File: src/rtl/fetch_pkg.sv
`default_nettype none
// ============================================================================
// fetch_pkg : shared types and constants for the instruction fetch front end
// Rev 1.0
// ============================================================================
package fetch_pkg;

  typedef enum logic [0:0] {
    ST_RUN   = 1'b0,
    ST_FAULT = 1'b1
  } fetch_state_e;

  localparam int INST_BYTES = 4;
  localparam logic [31:0] DEFAULT_RESET_PC = 32'h0000_0000;

  localparam int ENTRY_PC_W   = 32;
  localparam int ENTRY_INST_W = 32;

  typedef struct packed {
    logic [ENTRY_PC_W-1:0]   pc;
    logic [ENTRY_INST_W-1:0] inst;
  } fetch_entry_t;

endpackage
`default_nettype wire

File: src/rtl/fetch_buffer.sv
`default_nettype none
// ============================================================================
// fetch_buffer : DEPTH-entry synchronous FIFO; flush wins over push, after pop
// Rev 1.0
// ============================================================================
module fetch_buffer #(
  parameter int DEPTH = 2,
  parameter int WIDTH = 64
) (
  input  logic                     clk,
  input  logic                     rst_n,
  input  logic                     push,
  input  logic                     pop,
  input  logic                     flush,
  input  logic [WIDTH-1:0]         wdata,
  output logic [WIDTH-1:0]         rdata,
  output logic [$clog2(DEPTH):0]   count,
  output logic                     full,
  output logic                     empty
);

  localparam int PTR_W = $clog2(DEPTH);
  localparam logic [PTR_W:0] FULL_COUNT = (PTR_W+1)'(DEPTH);

  logic [WIDTH-1:0] mem [DEPTH];
  logic [PTR_W-1:0] rd_ptr;
  logic [PTR_W-1:0] wr_ptr;
  logic             do_push;
  logic             do_pop;

  assign do_pop  = pop && !empty;
  assign do_push = push && (!full || do_pop);

  // DEPTH is a power of two, so the pointers wrap on their own
  always_ff @(posedge clk or negedge rst_n) begin
    if (!rst_n) begin
      for (int i = 0; i < DEPTH; i++) mem[i] <= '0;
      rd_ptr <= '0;
      wr_ptr <= '0;
      count  <= '0;
    end else if (flush) begin
      rd_ptr <= '0;
      wr_ptr <= '0;
      count  <= '0;
    end else begin
      if (do_push) begin
        mem[wr_ptr] <= wdata;
        wr_ptr      <= wr_ptr + 1'b1;
      end
      if (do_pop) rd_ptr <= rd_ptr + 1'b1;
      case ({do_push, do_pop})
        2'b10:   count <= count + 1'b1;
        2'b01:   count <= count - 1'b1;
        default: count <= count;
      endcase
    end
  end

  assign rdata = mem[rd_ptr];
  assign full  = (count == FULL_COUNT);
  assign empty = (count == '0);

endmodule
`default_nettype wire

File: src/rtl/fetch_unit.sv
`default_nettype none
// ============================================================================
// fetch_unit : PC owner, fetch FIFO and redirect / misalignment-fault control
// Rev 1.0
// ============================================================================
module fetch_unit
  import fetch_pkg::*;
#(
  parameter int                         PC_WIDTH_LENGTH   = 32,
  parameter int                         INST_WIDTH_LENGTH = 32,
  parameter logic [PC_WIDTH_LENGTH-1:0] RESET_PC          = PC_WIDTH_LENGTH'(DEFAULT_RESET_PC),
  parameter int                         BUF_DEPTH         = 2
) (
  input  logic                         clk,
  input  logic                         rst_n,
  output logic [PC_WIDTH_LENGTH-1:0]   PC,
  input  logic [INST_WIDTH_LENGTH-1:0] inst,
  input  logic                         redirect_valid,
  input  logic [PC_WIDTH_LENGTH-1:0]   redirect_pc,
  output logic                         out_valid,
  input  logic                         out_ready,
  output logic [INST_WIDTH_LENGTH-1:0] out_inst,
  output logic [PC_WIDTH_LENGTH-1:0]   out_pc,
  output logic                         misalign_fault
);

  localparam int ENTRY_W = PC_WIDTH_LENGTH + INST_WIDTH_LENGTH;
  localparam int CNT_W   = $clog2(BUF_DEPTH) + 1;

  fetch_state_e               state;
  fetch_state_e               state_next;
  logic [PC_WIDTH_LENGTH-1:0] pc_next;
  logic                       push;
  logic                       pop;
  logic                       buf_full;
  logic                       buf_empty;
  logic [CNT_W-1:0]           buf_count_unused;
  logic [ENTRY_W-1:0]         head;

  assign pop = out_valid && out_ready;

  // Redirect beats push; a pop in the same cycle still retires the head
  always_comb begin
    state_next = state;
    pc_next    = PC;
    push       = 1'b0;
    if (redirect_valid) begin
      pc_next = redirect_pc;
      if (redirect_pc[1:0] != 2'b00) state_next = ST_FAULT;
      else                           state_next = ST_RUN;
    end else if ((state == ST_RUN) && (!buf_full || pop)) begin
      push    = 1'b1;
      pc_next = PC + PC_WIDTH_LENGTH'(INST_BYTES);
    end
  end

  always_ff @(posedge clk or negedge rst_n) begin
    if (!rst_n) begin
      state <= ST_RUN;
      PC    <= RESET_PC;
    end else begin
      state <= state_next;
      PC    <= pc_next;
    end
  end

  fetch_buffer #(
    .DEPTH (BUF_DEPTH),
    .WIDTH (ENTRY_W)
  ) u_buffer (
    .clk   (clk),
    .rst_n (rst_n),
    .push  (push),
    .pop   (pop),
    .flush (redirect_valid),
    .wdata ({PC, inst}),
    .rdata (head),
    .count (buf_count_unused),
    .full  (buf_full),
    .empty (buf_empty)
  );

  assign out_valid      = !buf_empty;
  assign out_pc         = head[ENTRY_W-1 -: PC_WIDTH_LENGTH];
  assign out_inst       = head[INST_WIDTH_LENGTH-1:0];
  assign misalign_fault = (state == ST_FAULT);

endmodule
`default_nettype wire

File: config.mk
export PLATFORM = sky130hd
export DESIGN_NAME = fetch_unit
export DESIGN_NICKNAME = d
export VERILOG_FILES = /design/src/rtl/fetch_pkg.sv /design/src/rtl/fetch_buffer.sv /design/src/rtl/fetch_unit.sv
export SDC_FILE = /design/constraint.sdc
export NUM_CORES = 1
export LEC_CHECK = 0
export CAP_MARGIN = 30
export CORE_AREA = 4 4 235 122
export CTS_BUF_LIST = sky130_fd_sc_hd__clkbuf_8
export DETAILED_ROUTE_END_ITERATION = 12
export DIE_AREA = 0 0 239 126
export HOLD_SLACK_MARGIN = 0.05
export PLACE_DENSITY = 0.49
export SLEW_MARGIN = 5
export SYNTH_ARGS = -nofsm -noshare
export SYNTH_HDL_FRONTEND = slang
export SYNTH_HIERARCHICAL = 1
export SYNTH_SLANG_ARGS = --single-unit
File: constraint.sdc
create_clock -name clk -period 5.1 [get_ports clk]
set_input_delay 0.51 -clock clk [delete_from_list [all_inputs] [get_ports clk]]
set_output_delay 0.51 -clock clk [all_outputs]
set_load 0.1 [all_outputs]
==> reports/results.ini <==
[outcome]
status=complete, no violations

[sta]
hold_violations=0
timing.setup.tns_ps=0
rsz_0062_raised_after_global_routing=no
timing_max_transition_violations_final=0
fmax_ghz=0.277
fin_hold_ws_ps=504
finalSetupViolCount=0
maxSlewHeadroom=0.319
period_needed_ps=3620
max_slew.worst_pin.slew_ps=1020
finalClockSkew_ps=11.2
final_min_period_over_clock_period=0.709

[global_route]
global_route.overflow_total=0
grt_pass1_wl_um=32800
number_of_global_route_vias_before_repair=5631
maximum_number_of_pins_on_one_net_before_global_route_repair=76
globalRouteTotalUtil=0.140
grt_antenna_before_repair=2

[min_path]
worstHoldPathType=reg -> reg
holdPathEnd=u_buffer/mem[91]
count_of_cells_along_the_worst_hold_path=1
min_from=u_buffer/mem[91]

[layout]
finalNetCount=819
post_route_cells_drive_above_1_share=0.320
fin_util=0.394
fillerInstances=2523
multiInputGateArea_sq_mm=0.00354
final_cells=1117
syn2layout_area_growth_pct=31.5
seqCellArea_sq_mm=0.00413

[synthesis]
syn_area_sq_mm=0.00789
netlist.top_cell.by_area=dfrtp_1
synth_cell_type_count=47
syn-instance-count=590
async_flop_share=1.00
mappedNetlistNets=659
yosysWarningCount=6
ys_top_cells_by_area=dfrtp_1, mux2_2, mux2_4, or4_1, o31ai_1
synth_edf_count=0
synth.ff_latch_count=165
area_share_of_the_leading_cell_type_in_the_synthesized_netlist=0.523
synth_top_flop_cell=dfrtp_1
ys_seq_area_frac=0.523
postSynthAreaPerCell_sq_um=13.4

[pwr]
powerDensity_mw_per_mm2=524
report.power.total_uw=5440
vdd_ir_drop_max_v=0.000222
cellLeakagePower_uw=0.00443

[clocking]
cts_buffers=17
post-cts-setup-buffers=0
clk_latency_ps=480
cts.htree.levels=4
path_clk_slew_ps=90
clock-sinks=165
post_cts.resized_instances=0
root_buffer=clkbuf_8
tritoncts_clock_tree=built
cts-root-to-sink-buffers=2

[routing]
vias=5301
drt_drc_violations_left=0
avgViaCountPerCell=4.75
wl_um=20600
drtPass1Iterations=4
final_antenna_net_count=0
drt_first_iter_violations=283
post_drt_wl_per_cell_um=18.4

[worst_setup_path]
arrival_time_at_the_worst_endpoint_ps=3110
reg2regPathDepth=7
cp_data_required_time_ps=4590
critPathLaunchType=flip-flop
critical_path.reg2reg.endpoint=u_buffer/mem[87]
regToRegSetupSlack_ps=1700
timing_worst_setup_path_type=reg -> out
crit_path_max_fanout=39
timing.rr.start=u_buffer/count[1]
endpoint_type_of_the_worst_setup_path=output port

[run]
timing.max_cap.violations=0

[die]
die_width_um=239
start_util=0.300
floorplan.die.height_um=126
num_io_pins=166
floorplan.die_area_sq_mm=0.0301
placementRows=42
standard_cell_core_area_sq_mm=0.0263

[placed_design]
routabilityCongestion=0.767
port_buffers=165
dp.final_hpwl_um=13900
placed_cells_incl_taps=1082

[area by class of cell]
class,count,share of cell area
Sequential cell,165,0.398
Multi-Input combinational cell,382,0.341
Timing Repair Buffer,177,0.174
Tap cell,352,0.0424
Clock buffer,18,0.0239
Clock inverter,14,0.0178
Inverter,7,0.00253
Antenna cell,2,0.000482
[placed cells by master (no fill, tap or decap), types with 5 or more instances in the layout]
master / instances
o31ai_1: 17
buf_4: 7
nand3_1: 10
nor2_1: 24
xnor2_1: 6
clkdlybuf4s50_1: 164
clkbuf_8: 18
a211oi_1: 5
o21ai_1: 10
inv_1: 6
nand2_1: 25
dfrtp_1: 164
a31oi_1: 20
mux2_4: 49
a21oi_1: 5
mux2_2: 144
or4_1: 19
[flip-flops by register name, indices dropped and copies added, names as in the netlist]
signal and count:
u_buffer/rd_ptr 1, u_buffer/wr_ptr 1, misalign_fault 1, u_buffer/count 2
u_buffer/mem 128, PC 32
[where the power goes]
group          total [uW]  internal (uW)  switching [uW]
clock                1060            543             515
combinational        2610            813            1800
sequential           1770           1590             178
total                5440           2940            2490
[cell families (layout without fill, tap and decap cells)]
| kind of cell | after synthesis | after routing | share of synthesized area |
|---|---|---|---|
| mux | 196 | 196 | 0.303 |
| flops | 165 | 165 | 0.523 |
| simple gates | 110 | 110 | 0.0788 |
| compound gates | 68 | 68 | 0.0564 |
| buf+inv | 43 | 216 | 0.0298 |
| xor+xnor | 7 | 7 | 0.00777 |
| fa+ha+maj | 1 | 1 | 0.00158 |
| other cells | 0 | 2 | 0 |
[stage by stage]
step / setup WS [ps] / instance area (sq um)
after floorplan: 2480 / 7890
after global placement: 1580 / 9870
after detailed placement: 1500 / 9930
after CTS: 1410 / 10400
after global routing: 1350 / 10400
final: 1480 / 10400
[worst max path at each step]
| stage | start | endpoint | slack, ps |
|---|---|---|---|
| final | u_buffer/rd_ptr | out_pc[2] | 1480 |
| after global routing | u_buffer/rd_ptr | out_pc[15] | 1350 |
| after CTS | u_buffer/rd_ptr | out_pc[15] | 1410 |
| after detailed placement | out_ready | u_buffer/mem[95] | 1500 |
| after global placement | out_ready | u_buffer/mem[90] | 1580 |
| after floorplan | misalign_fault | u_buffer/mem[115] | 2480 |
[synth_stat cells (3+ instances only)]
cell,instances
dfrtp_1,165
mux2_2,144
mux2_4,49
nand2_1,25
nor2_1,24
a31oi_1,20
or4_1,19
clkbuf_1,17
o31ai_1,17
nand3_1,10
o21ai_1,10
buf_2,8
buf_6,8
xnor2_1,6
a211oi_1,5
a21oi_1,5
and3_1,4
and4_1,4
inv_1,4
nor2b_1,4
o21ai_0,4
and2_1,3
nand2b_1,3
[timing repair]
item,4_1_cts,5_1_grt
setup endpoints to repair,0,0
hold buffers,1,0
hold endpoints to repair,21,0
[critical path: stages, from the launching register on]
cell and delay (ps):
dfrtp_2 840, buf_12 320, mux2_2 400, clkdlybuf4s50_1 970
[layer usage]
| layer | global-route usage | vias up | routed length, um |
|---|---|---|---|
| met5 | 0 | - | 0 |
| met4 | 0.0536 | 0 | 413 |
| met3 | 0.0312 | 24 | 523 |
| met2 | 0.231 | 59 | 10200 |
| met1 | 0.179 | 2730 | 9450 |
| li1 | - | 2488 | - |
(Power assumes the default switching activity.)
